[src/rtl/aes_enc_round_ctrl_if.sv]
// ============================================================================
// aes_enc_round_ctrl_if : command/strobe bundle between round sequencer and AES datapath  (rev 1.0)
// ============================================================================
`default_nettype none

interface aes_enc_round_ctrl_if;
  logic       start;
  logic       state_loaded;
  logic       abort;
  logic       mix_done;
  logic [3:0] round_o;
  logic       sel_init;
  logic       ark_en;
  logic       sub_rd;
  logic [3:0] sub_rd_idx;
  logic       sub_wr;
  logic [3:0] sub_wr_idx;
  logic       shf_en;
  logic [1:0] shf_row;
  logic       mix_en;
  logic       busy;
  logic       done;

  modport master (
    input  start, state_loaded, abort, mix_done,
    output round_o, sel_init, ark_en, sub_rd, sub_rd_idx, sub_wr, sub_wr_idx,
           shf_en, shf_row, mix_en, busy, done
  );

  modport slave (
    output start, state_loaded, abort, mix_done,
    input  round_o, sel_init, ark_en, sub_rd, sub_rd_idx, sub_wr, sub_wr_idx,
           shf_en, shf_row, mix_en, busy, done
  );
endinterface

`default_nettype wire

[src/rtl/aes_enc_round_ctrl.sv]
// ============================================================================
// aes_enc_round_ctrl : single-FSM sequencer for the AES encryption rounds  (rev 1.0)
// ============================================================================
`default_nettype none

module aes_enc_round_ctrl #(
  parameter int ROUNDS   = 14,
  parameter int SBOX_LAT = 1,
  parameter int NBYTES   = 16
) (
  input  logic                        clk,
  input  logic                        reset,
  aes_enc_round_ctrl_if.master        bus
);

  localparam logic [2:0] S_IDLE = 3'd0;
  localparam logic [2:0] S_ARK  = 3'd1;
  localparam logic [2:0] S_SUB  = 3'd2;
  localparam logic [2:0] S_SHF  = 3'd3;
  localparam logic [2:0] S_MIX  = 3'd4;
  localparam logic [2:0] S_DONE = 3'd5;

  localparam logic [3:0] LAST_ROUND = 4'(ROUNDS);
  localparam logic [4:0] WR_START   = 5'(SBOX_LAT);
  localparam logic [4:0] RD_COUNT   = 5'(NBYTES);
  localparam logic [3:0] LAST_IDX   = 4'(NBYTES - 1);

  logic [2:0] state;
  logic [2:0] state_next;
  logic [3:0] round_q;
  logic [3:0] round_next;
  logic [4:0] sub_cyc;
  logic [4:0] sub_cyc_next;
  logic [3:0] rd_idx;
  logic [3:0] rd_idx_next;
  logic [3:0] wr_idx;
  logic [3:0] wr_idx_next;
  logic [1:0] row;
  logic [1:0] row_next;
  logic       mix_wait;
  logic       mix_wait_next;

  logic       rd_act;
  logic       wr_act;
  logic       rd_act_next;
  logic       wr_act_next;

  logic       sel_d;
  logic       ark_d;
  logic       sub_rd_d;
  logic       sub_wr_d;
  logic       shf_d;
  logic       mix_d;
  logic       busy_d;
  logic       done_d;

  // Read and write byte pointers run on their own; the write side trails by the ROM latency.
  assign rd_act = (state == S_SUB) && (sub_cyc < RD_COUNT);
  assign wr_act = (state == S_SUB) && (sub_cyc >= WR_START);

  always_ff @(posedge clk or posedge reset) begin
    if (reset) begin
      state <= S_IDLE;
    end else begin
      state <= state_next;
    end
  end

  always_comb begin
    state_next = state;
    case (state)
      S_IDLE: begin
        if (bus.start && bus.state_loaded) state_next = S_ARK;
      end
      S_ARK: begin
        state_next = (round_q == LAST_ROUND) ? S_DONE : S_SUB;
      end
      S_SUB: begin
        if (wr_act && (wr_idx == LAST_IDX)) state_next = S_SHF;
      end
      S_SHF: begin
        if (row == 2'd3) state_next = (round_q == LAST_ROUND) ? S_ARK : S_MIX;
      end
      S_MIX: begin
        if (mix_wait && bus.mix_done) state_next = S_ARK;
      end
      S_DONE: begin
        state_next = S_IDLE;
      end
      default: begin
        state_next = S_IDLE;
      end
    endcase
    // Cancel outranks every transition, including the completion step.
    if (bus.abort && (state != S_IDLE)) state_next = S_IDLE;
  end

  always_comb begin
    round_next = round_q;
    if (state_next == S_IDLE) begin
      round_next = 4'd0;
    end else if ((state == S_ARK) && (state_next == S_SUB)) begin
      round_next = round_q + 4'd1;
    end

    sub_cyc_next = ((state == S_SUB) && (state_next == S_SUB)) ? sub_cyc + 5'd1 : 5'd0;

    rd_idx_next = 4'd0;
    wr_idx_next = 4'd0;
    if (state_next == S_SUB) begin
      rd_idx_next = rd_act ? rd_idx + 4'd1 : rd_idx;
      wr_idx_next = wr_act ? wr_idx + 4'd1 : wr_idx;
    end

    row_next      = ((state == S_SHF) && (state_next == S_SHF)) ? row + 2'd1 : 2'd0;
    mix_wait_next = (state == S_MIX) && (state_next == S_MIX);

    rd_act_next = (state_next == S_SUB) && (sub_cyc_next < RD_COUNT);
    wr_act_next = (state_next == S_SUB) && (sub_cyc_next >= WR_START);
  end

  always_ff @(posedge clk or posedge reset) begin
    if (reset) begin
      round_q  <= 4'd0;
      sub_cyc  <= 5'd0;
      rd_idx   <= 4'd0;
      wr_idx   <= 4'd0;
      row      <= 2'd0;
      mix_wait <= 1'b0;
    end else begin
      round_q  <= round_next;
      sub_cyc  <= sub_cyc_next;
      rd_idx   <= rd_idx_next;
      wr_idx   <= wr_idx_next;
      row      <= row_next;
      mix_wait <= mix_wait_next;
    end
  end

  // Strobes are decoded from the upcoming state and flopped, so they are glitch-free Moore outputs.
  always_comb begin
    sel_d    = (round_next == 4'd0);
    ark_d    = (state_next == S_ARK);
    sub_rd_d = rd_act_next;
    sub_wr_d = wr_act_next;
    shf_d    = (state_next == S_SHF);
    mix_d    = (state_next == S_MIX) && !mix_wait_next;
    busy_d   = (state_next != S_IDLE);
    done_d   = (state_next == S_DONE);
  end

  always_ff @(posedge clk or posedge reset) begin
    if (reset) begin
      bus.sel_init <= 1'b1;
      bus.ark_en   <= 1'b0;
      bus.sub_rd   <= 1'b0;
      bus.sub_wr   <= 1'b0;
      bus.shf_en   <= 1'b0;
      bus.mix_en   <= 1'b0;
      bus.busy     <= 1'b0;
      bus.done     <= 1'b0;
    end else begin
      bus.sel_init <= sel_d;
      bus.ark_en   <= ark_d;
      bus.sub_rd   <= sub_rd_d;
      bus.sub_wr   <= sub_wr_d;
      bus.shf_en   <= shf_d;
      bus.mix_en   <= mix_d;
      bus.busy     <= busy_d;
      bus.done     <= done_d;
    end
  end

  assign bus.round_o    = round_q;
  assign bus.sub_rd_idx = rd_idx;
  assign bus.sub_wr_idx = wr_idx;
  assign bus.shf_row    = row;

endmodule

`default_nettype wire

[src/flat_wrapper.sv]
// flat-port wrapper written by rule: the top's interface ports become plain ports
module aes_enc_round_ctrl_flat 
#(
  parameter int ROUNDS   = 14,
  parameter int SBOX_LAT = 1,
  parameter int NBYTES   = 16
)
  (clk, reset, bus_start, bus_state_loaded, bus_abort, bus_mix_done, bus_round_o, bus_sel_init, bus_ark_en, bus_sub_rd, bus_sub_rd_idx, bus_sub_wr, bus_sub_wr_idx, bus_shf_en, bus_shf_row, bus_mix_en, bus_busy, bus_done);
  aes_enc_round_ctrl_if bus_i ();
  input  logic clk;
  input  logic reset;
  input wire logic [$bits(bus_i.start)-1:0] bus_start;
  input wire logic [$bits(bus_i.state_loaded)-1:0] bus_state_loaded;
  input wire logic [$bits(bus_i.abort)-1:0] bus_abort;
  input wire logic [$bits(bus_i.mix_done)-1:0] bus_mix_done;
  output wire logic [$bits(bus_i.round_o)-1:0] bus_round_o;
  output wire logic [$bits(bus_i.sel_init)-1:0] bus_sel_init;
  output wire logic [$bits(bus_i.ark_en)-1:0] bus_ark_en;
  output wire logic [$bits(bus_i.sub_rd)-1:0] bus_sub_rd;
  output wire logic [$bits(bus_i.sub_rd_idx)-1:0] bus_sub_rd_idx;
  output wire logic [$bits(bus_i.sub_wr)-1:0] bus_sub_wr;
  output wire logic [$bits(bus_i.sub_wr_idx)-1:0] bus_sub_wr_idx;
  output wire logic [$bits(bus_i.shf_en)-1:0] bus_shf_en;
  output wire logic [$bits(bus_i.shf_row)-1:0] bus_shf_row;
  output wire logic [$bits(bus_i.mix_en)-1:0] bus_mix_en;
  output wire logic [$bits(bus_i.busy)-1:0] bus_busy;
  output wire logic [$bits(bus_i.done)-1:0] bus_done;
  assign bus_i.start = bus_start;
  assign bus_i.state_loaded = bus_state_loaded;
  assign bus_i.abort = bus_abort;
  assign bus_i.mix_done = bus_mix_done;
  assign bus_round_o = bus_i.round_o;
  assign bus_sel_init = bus_i.sel_init;
  assign bus_ark_en = bus_i.ark_en;
  assign bus_sub_rd = bus_i.sub_rd;
  assign bus_sub_rd_idx = bus_i.sub_rd_idx;
  assign bus_sub_wr = bus_i.sub_wr;
  assign bus_sub_wr_idx = bus_i.sub_wr_idx;
  assign bus_shf_en = bus_i.shf_en;
  assign bus_shf_row = bus_i.shf_row;
  assign bus_mix_en = bus_i.mix_en;
  assign bus_busy = bus_i.busy;
  assign bus_done = bus_i.done;
  aes_enc_round_ctrl #(.ROUNDS(ROUNDS), .SBOX_LAT(SBOX_LAT), .NBYTES(NBYTES)) u_core (.clk(clk), .reset(reset), .bus(bus_i));
endmodule
[config.mk]
export PLATFORM = sky130hd
export DESIGN_NAME = aes_enc_round_ctrl_flat
export DESIGN_NICKNAME = d
export VERILOG_FILES = /design/src/rtl/aes_enc_round_ctrl_if.sv /design/src/rtl/aes_enc_round_ctrl.sv /design/src/flat_wrapper.sv
export SDC_FILE = /design/constraint.sdc
export NUM_CORES = 1
export LEC_CHECK = 0
export ABC_CLOCK_PERIOD_IN_PS = 2800
export BUFFER_PORTS_ARGS = -buffer_cell sky130_fd_sc_hd__buf_2
export CAP_MARGIN = 0
export CORE_ASPECT_RATIO = 1.5
export CORE_UTILIZATION = 50
export CTS_CLUSTER_SIZE = 24
export DETAILED_ROUTE_END_ITERATION = 16
export PLACE_DENSITY = 0.69
export SYNTH_ARGS = -nofsm -noshare
export SYNTH_HDL_FRONTEND = slang
export SYNTH_SLANG_ARGS = --single-unit
[constraint.sdc]
create_clock -name clk -period 2.8 [get_ports clk]
set_input_delay 0.28 -clock clk [delete_from_list [all_inputs] [get_ports clk]]
set_output_delay 0.28 -clock clk [all_outputs]
set_load 0.01 [all_outputs]
==> Yosys cells after proc, flatten, opt, wreduce, memory -nomap -nowiden <==
Index checks and enable logic that the tools add are counted.
{ "totals": {"reg_bits": 31, "inputBits": 6, "output_inout_bits": 22} }
{ "op_classes": {"n_addsub": 5, "order_cmp": 4, "eq_ne": 14, "muxes": 16, "reduce_logical": 19} }
{ "op_table": {"columns": ["operator", "n"], "rows": [
  ["2-to-1 mux 4 bit", 6],
  ["2-to-1 mux 3 bit", 7],
  ["case mux 3 bit (5 select lines)", 1],
  ["logical AND 1 bit", 13],
  ["adder 4 x 1 -> 4 bit (second input constant)", 3],
  ["equality test 3 x 2 -> 1 bit (second input constant)", 4],
  ["greater-or-equal comparator 5 x 1 -> 1 bit (second input constant)", 2],
  ["< comparator 5 bit (second input constant)", 2],
  ["equality test 3 bit (second input constant)", 3],
  ["equality test 4 bit (second input constant)", 2],
  ["equality test 3 x 1 -> 1 bit (second input constant)", 2],
  ["logical NOT 3 bit", 2],
  ["nonzero test 3 bit", 2],
  ["adder 5 x 1 -> 5 bit (second input constant)", 1],
  ["2-to-1 mux 5 bit", 1],
  ["logical NOT 4 bit", 1],
  ["!= test 2 x 1 -> 1 bit (second input constant)", 2],
  ["adder 2 x 1 -> 2 bit (second input constant)", 1],
  ["equality test 2 bit (second input constant)", 1],
  ["2-to-1 mux 2 bit", 1],
  ["logical NOT 1 bit", 1]
]} }

==> Longest topological paths before layout <==
{ "logic_depth": {"ltp_word": 11, "depth_mapped": 8, "ltp_nobuf": 7} }

==> Worst setup path after synthesis <==
OpenSTA, ideal clock, no wires.
{ "synth_timing": {"kind": "register to register", "startpoint": "register u_core.sub_cyc[0]", "endpoint": "register u_core.round_q[0] (netlist: u_core.bus.round_o[0])", "setup_time_ns": 0.130, "t_arrival_ns": 1.688, "required_time_ns": 2.670, "slack_ns": 0.983, "path_stages_with_launch": 7, "path_buffers": 0, "period_less_slack_ns": 1.817, "cell_sequence": "dfrtp_1 > ha_1 > nor3_2 > a21oi_4 > a211o_4 > a211oi_4 > nor2_1"} }
{ "synth_between": {"elab_chain_len": 10} }
{ "synth_rtl": {"columns": ["item", "line", "source"], "rows": [
  ["start, declared", "aes_enc_round_ctrl.sv:32", "logic [4:0] sub_cyc;"],
  ["start signal, assigned", "aes_enc_round_ctrl.sv:132", "sub_cyc <= sub_cyc_next;"],
  ["greater-or-equal comparator 5 x 1 -> 1 bit *", "aes_enc_round_ctrl.sv:59", "assign wr_act = (state == S_SUB) && (sub_cyc >= WR_START);"],
  ["logical AND 1 bit *", "aes_enc_round_ctrl.sv:59", null],
  ["logical AND 1 bit *", "aes_enc_round_ctrl.sv:79", "if (wr_act && (wr_idx == LAST_IDX)) state_next = S_SHF;"],
  ["2-to-1 mux 3 bit *", "aes_enc_round_ctrl.sv:79", null],
  ["case mux 3 bit (5 select lines) *", "aes_enc_round_ctrl.sv:71", "case (state)"],
  ["2-to-1 mux 3 bit *", "aes_enc_round_ctrl.sv:95", "if (bus.abort && (state != S_IDLE)) state_next = S_IDLE;"],
  ["equality test 3 x 2 -> 1 bit", "aes_enc_round_ctrl.sv:102", "end else if ((state == S_ARK) && (state_next == S_SUB)) begin"],
  ["logical AND 1 bit", "aes_enc_round_ctrl.sv:102", null],
  ["2-to-1 mux 4 bit", "aes_enc_round_ctrl.sv:102", null],
  ["2-to-1 mux 4 bit *", "aes_enc_round_ctrl.sv:100", "if (state_next == S_IDLE) begin"],
  ["via u_core.round_next[0]", "aes_enc_round_ctrl.sv:31", "logic [3:0] round_next;"],
  ["end signal, assigned", "aes_enc_round_ctrl.sv:131", "round_q <= round_next;"],
  ["end, declared", "aes_enc_round_ctrl.sv:30", "logic [3:0] round_q;"]
]} }
Mark *: on every way through the listed nets, which the timed path passes. The rest lies on a longest branch.
A chain may end at the register's enable or synchronous reset.

==> Worst setup path in the final report <==
{ "layout_timing": {"startpoint": "register u_core.sub_cyc[1]", "endpoint": "register u_core.bus.sub_wr"} }
{ "layout_between": {"elab_chain_len": 11} }
{ "layout_rtl": {"columns": ["item", "line", "source"], "rows": [
  ["greater-or-equal comparator 5 x 1 -> 1 bit", "aes_enc_round_ctrl.sv:59", null],
  ["logical AND 1 bit", "aes_enc_round_ctrl.sv:59", null],
  ["logical AND 1 bit", "aes_enc_round_ctrl.sv:79", null],
  ["2-to-1 mux 3 bit", "aes_enc_round_ctrl.sv:79", null],
  ["case mux 3 bit (5 select lines)", "aes_enc_round_ctrl.sv:71", null],
  ["2-to-1 mux 3 bit", "aes_enc_round_ctrl.sv:95", null],
  ["equality test 3 x 2 -> 1 bit", "aes_enc_round_ctrl.sv:106, aes_enc_round_ctrl.sv:119", null],
  ["logical AND 1 bit", "aes_enc_round_ctrl.sv:106", "sub_cyc_next = ((state == S_SUB) && (state_next == S_SUB)) ? sub_cyc + 5'd1 : 5'd0;"],
  ["2-to-1 mux 5 bit", "aes_enc_round_ctrl.sv:106", null],
  ["greater-or-equal comparator 5 x 1 -> 1 bit", "aes_enc_round_ctrl.sv:119", "wr_act_next = (state_next == S_SUB) && (sub_cyc_next >= WR_START);"],
  ["logical AND 1 bit *", "aes_enc_round_ctrl.sv:119", null],
  ["via u_core.sub_wr_d", "aes_enc_round_ctrl.sv:51", "logic sub_wr_d;"],
  ["end signal, assigned", "aes_enc_round_ctrl.sv:166", "bus.sub_wr <= sub_wr_d;"],
  ["end, declared", "aes_enc_round_ctrl_if.sv:26", "output round_o, sel_init, ark_en, sub_rd, sub_rd_idx, sub_wr, sub_wr_idx,"]
]} }
Marked as above.

==> results.json <==
{
  "synth_simple_gate_area_share_pct": 25.3,
  "cells_after_synthesis": 146,
  "clkTransAtPathRegs_ns": 0.06,
  "max_stage_delay_ns": 0.44,
  "floorplan.core_area_sq_um": 2970,
  "drt_drc_violations_left": 0,
  "placement_rows": 24,
  "type_of_the_setup_path_with_the_least_slack": "register to register",
  "cts_setup_buffers": 0,
  "cts_tree": "yes",
  "setup.reg_to_reg.worst_slack_ns": 0.80,
  "ctsResizeCount": 0,
  "max_slew_margin_pct": 71.1,
  "vias_per_cell": 5.41,
  "r2r_cells": 7,
  "total_net_switching_power_mw": 0.240,
  "final_antenna_net_count": 0,
  "die_area_sq_um": 3450,
  "hold_slack_ns": 0.0592,
  "cts_num_sinks": 31,
  "final_net_count": 190,
  "place.port_buffers": 27,
  "finClkSkew_ns": 0.00498,
  "floorplan.io_pins": 28,
  "layout_worst_path_cycle_share_pct": 71.6,
  "postPlaceCellArea_sq_um": 1780,
  "dieWidth_um": 48.3,
  "worstMarginPinSlew_ns": 0.429,
  "power.leakage_nw": 0.920,
  "clkLatencyLatePin_ns": 0.28,
  "antenna-diode-count": 0,
  "mappedNetlistNets": 159,
  "floorplan.initialDensity_pct": 54.0,
  "grtUsageTotal_pct": 22.7,
  "vdd_drop_max_mv": 0.322,
  "cell_internal_pwr_mw": 0.731,
  "post_cts_hold_buffers": 0,
  "post_synth_num_cell_types": 46,
  "clock_tree.root_cell": "sky130_fd_sc_hd__clkbuf_8",
  "grt_max_degree": 32,
  "ys_warn_count": 0,
  "outcome": "complete, no violations",
  "totalNegativeSetupSlack_ns": 0,
  "globalRoute.totalOverflow": 0,
  "setup_viol": 0,
  "rsz_0062_raised_after_global_routing": "false",
  "wl_per_cell_um": 14.2,
  "p_comb_share_pct": 12.1,
  "seq_area_frac_synth_pct": 48.4,
  "grt_pass1_vias": 1185,
  "muxShareOfSynthArea_pct": 1.25,
  "hold_viol": 0,
  "place_hpwl_um": 2350,
  "vias": 1174,
  "complex_gate_fraction_of_the_synthesized_area_pct": 9.90,
  "drtIter0Drc": 26,
  "final_gp_congestion": 0.814,
  "switching_share_pct": 24.7,
  "drt_first_pass_iters": 4,
  "r2r-end": "u_core.bus.sub_wr",
  "critical-path-slowest-cell": "sky130_fd_sc_hd__dfrtp_1",
  "reg2reg_from": "u_core.sub_cyc[1]",
  "finalWorstPathRequiredPeriod_ns": 2.00,
  "final_area_sq_um": 1880,
  "syn_area_per_cell_sq_um": 11.0,
  "final_max_slew_viol_count": 0,
  "post_synthesis_cell_area_sq_um": 1610,
  "power.share.sequential_pct": 49.0,
  "cts_buffers": 5,
  "antenna_violations_before_repair": 0,
  "maxCapViolCount": 0,
  "share_of_total_power_in_the_clock_network_pct": 38.9,
  "crit_arrival_ns": 2.20,
  "area_growth_syn_to_layout_pct": 16.8,
  "combinational_family_with_the_most_area_after_synthesis": "simple AND/OR/NAND/NOR gates",
  "cp-start-kind": "register",
  "clock_tree.buffer_depth": 2,
  "critical_path.cell_chain": "inv_1 -> ha_1 -> nor3_2 -> a21oi_4 -> a211oi_1 -> nand4bb_2 -> a31oi_1",
  "postSynthRegisterBits": 31,
  "power_per_cell_area_nw_per_um2": 518,
  "holdCritPathClass": "primary input to asynchronous set/reset pin",
  "adder_cell_share_of_the_synthesized_area_pct": 6.16,
  "critPathMaxFanout": 6,
  "max_clock_freq_ghz": 0.499,
  "grt_pass1_wl_um": 5410,
  "fraction_of_layout_cells_with_a_size_suffix_above_1_pct": 29.8,
  "routed_wirelength_um": 3090,
  "endpoint_kind": "register",
  "cts_htree_levels": 2,
  "xor_xnor_share_of_the_synthesized_area_pct": 6.55,
  "crit_required_ns": 3.00,
  "die_height_um": 71.4
}
critical path: cells and delay by family (launching register included):
family	cells	cell delay (ns)
compound gates	3	0.75
simple gates	2	0.48
flops	1	0.44
fa+ha+maj	1	0.19
buf+inv	1	0.07
synth_stat cells (all sizes together):
library cell  instances  area (sq um)
and2b                 2          17.5
o211ai                1          7.51
o21ai                 3          15.0
a31oi                 4          40.0
and2                  1          8.76
nand3b                2          15.0
and4                  1          8.76
nand4                 5          31.3
dfstp                 1          26.3
a21oi                 2          21.3
a21o                  1          7.51
and4b                 1          10.0
dfrtp                30           751
xnor2                 4          35.0
nor2                 21          78.8
and3b                 1          8.76
buf                   1          7.51
mux2i                 2          20.0
nand2                11          43.8
nand4bb               2          27.5
nor3b                 2          20.0
ha                    7          87.6
o22ai                 1          6.26
clkbuf                3          13.8
inv                   5          18.8
o41ai                 1          8.76
nand4b                1          8.76
maj3                  1          11.3
a211o                 1          17.5
nor3                  6          56.3
xor2                  8          70.1
a211oi                2          27.5
nand3                 3          15.0
or3b                  1          11.3
a22oi                 1          7.51
or2                   1          6.26
and3                  6          37.5
cells in the final DEF, fill, tap and decap left out, drive strengths merged, types with 2 or more instances in the layout:
cell type	synthesis	final
nor3b	2	2
nand4bb	2	2
a21oi	2	2
and2b	2	2
ha	7	7
a211oi	2	2
nor2	21	21
o21ai	3	3
nand2	11	11
nor3	6	6
mux2i	2	2
xnor2	4	4
clkbuf	3	8
xor2	8	8
dfrtp	30	30
and3	6	6
nand4	5	5
nand3	3	3
nand3b	2	2
inv	5	5
buf	1	28
a31oi	4	4
final cells by class:
type | count | area [sq um]
Sequential cell | 31 | 777
Timing Repair Buffer | 28 | 143
Tap cell | 39 | 48.8
Multi-Input combinational cell | 106 | 788
Fill cell | 248 | 1100
Clock buffer | 8 | 100
Inverter | 5 | 18.8
how the worst max path moves through the flow:
stage / endpoint / slack (ns) / startpoint
2_1_floorplan: u_core.bus.round_o[0] / 0.98 / u_core.sub_cyc[0]
3_3_place_gp: u_core.bus.round_o[0] / 0.88 / u_core.sub_cyc[1]
3_5_place_dp: u_core.bus.round_o[2] / 0.81 / u_core.sub_cyc[1]
4_1_cts: u_core.bus.round_o[2] / 0.79 / u_core.sub_cyc[1]
5_1_grt: u_core.bus.sub_wr / 0.62 / u_core.sub_cyc[1]
6_report: u_core.bus.sub_wr / 0.80 / u_core.sub_cyc[1]
power groups by stage:
stage	logic [mW]	clock network, mW	registers, mW
finish	0.118	0.377	0.476
global route	0.132	0.407	0.478
CTS	0.120	0.389	0.476
detailed placement	0.120	0	0.484
global placement	0.116	0	0.483
floorplan	0.0896	0	0.482
sequential cells by signal, indices dropped and copies added (netlist names):
signal	flops
u_core.bus.sub_rd	1
u_core.bus.sub_wr_idx	4
u_core.bus.round_o	4
u_core.mix_wait	1
u_core.bus.sel_init	1
u_core.bus.sub_wr	1
u_core.bus.done	1
u_core.sub_cyc	5
u_core.bus.busy	1
u_core.bus.ark_en	1
u_core.state	3
u_core.bus.mix_en	1
u_core.bus.shf_row	2
u_core.bus.shf_en	1
u_core.bus.sub_rd_idx	4
stage by stage:
stage	std cells	setup slack [ns]	total power, mW	utilization [%]
after floorplan	146	0.983	0.571	-
after global placement	209	0.880	0.599	59.7
after detailed placement	209	0.812	0.604	59.7
after CTS	217	0.793	0.985	63.1
after global routing	217	0.623	1.02	63.1
final	217	0.797	0.971	63.1
logic make-up after synthesis:
family | count (synthesis)
simple gates | 67
xor+xnor | 12
fa+ha+maj | 8
compound gates | 17
flops | 31
buf+inv | 9
mux | 2
per-layer routing:
layer	global-route usage, %	share of wire [%]	vias to the layer above
met5	0	0	-
met4	13.9	4.0	0
met3	6.30	3.2	11
met2	36.4	54	23
met1	25.0	38	571
li1	-	-	569
No activity file was read; power rests on OpenSTA's default activity.
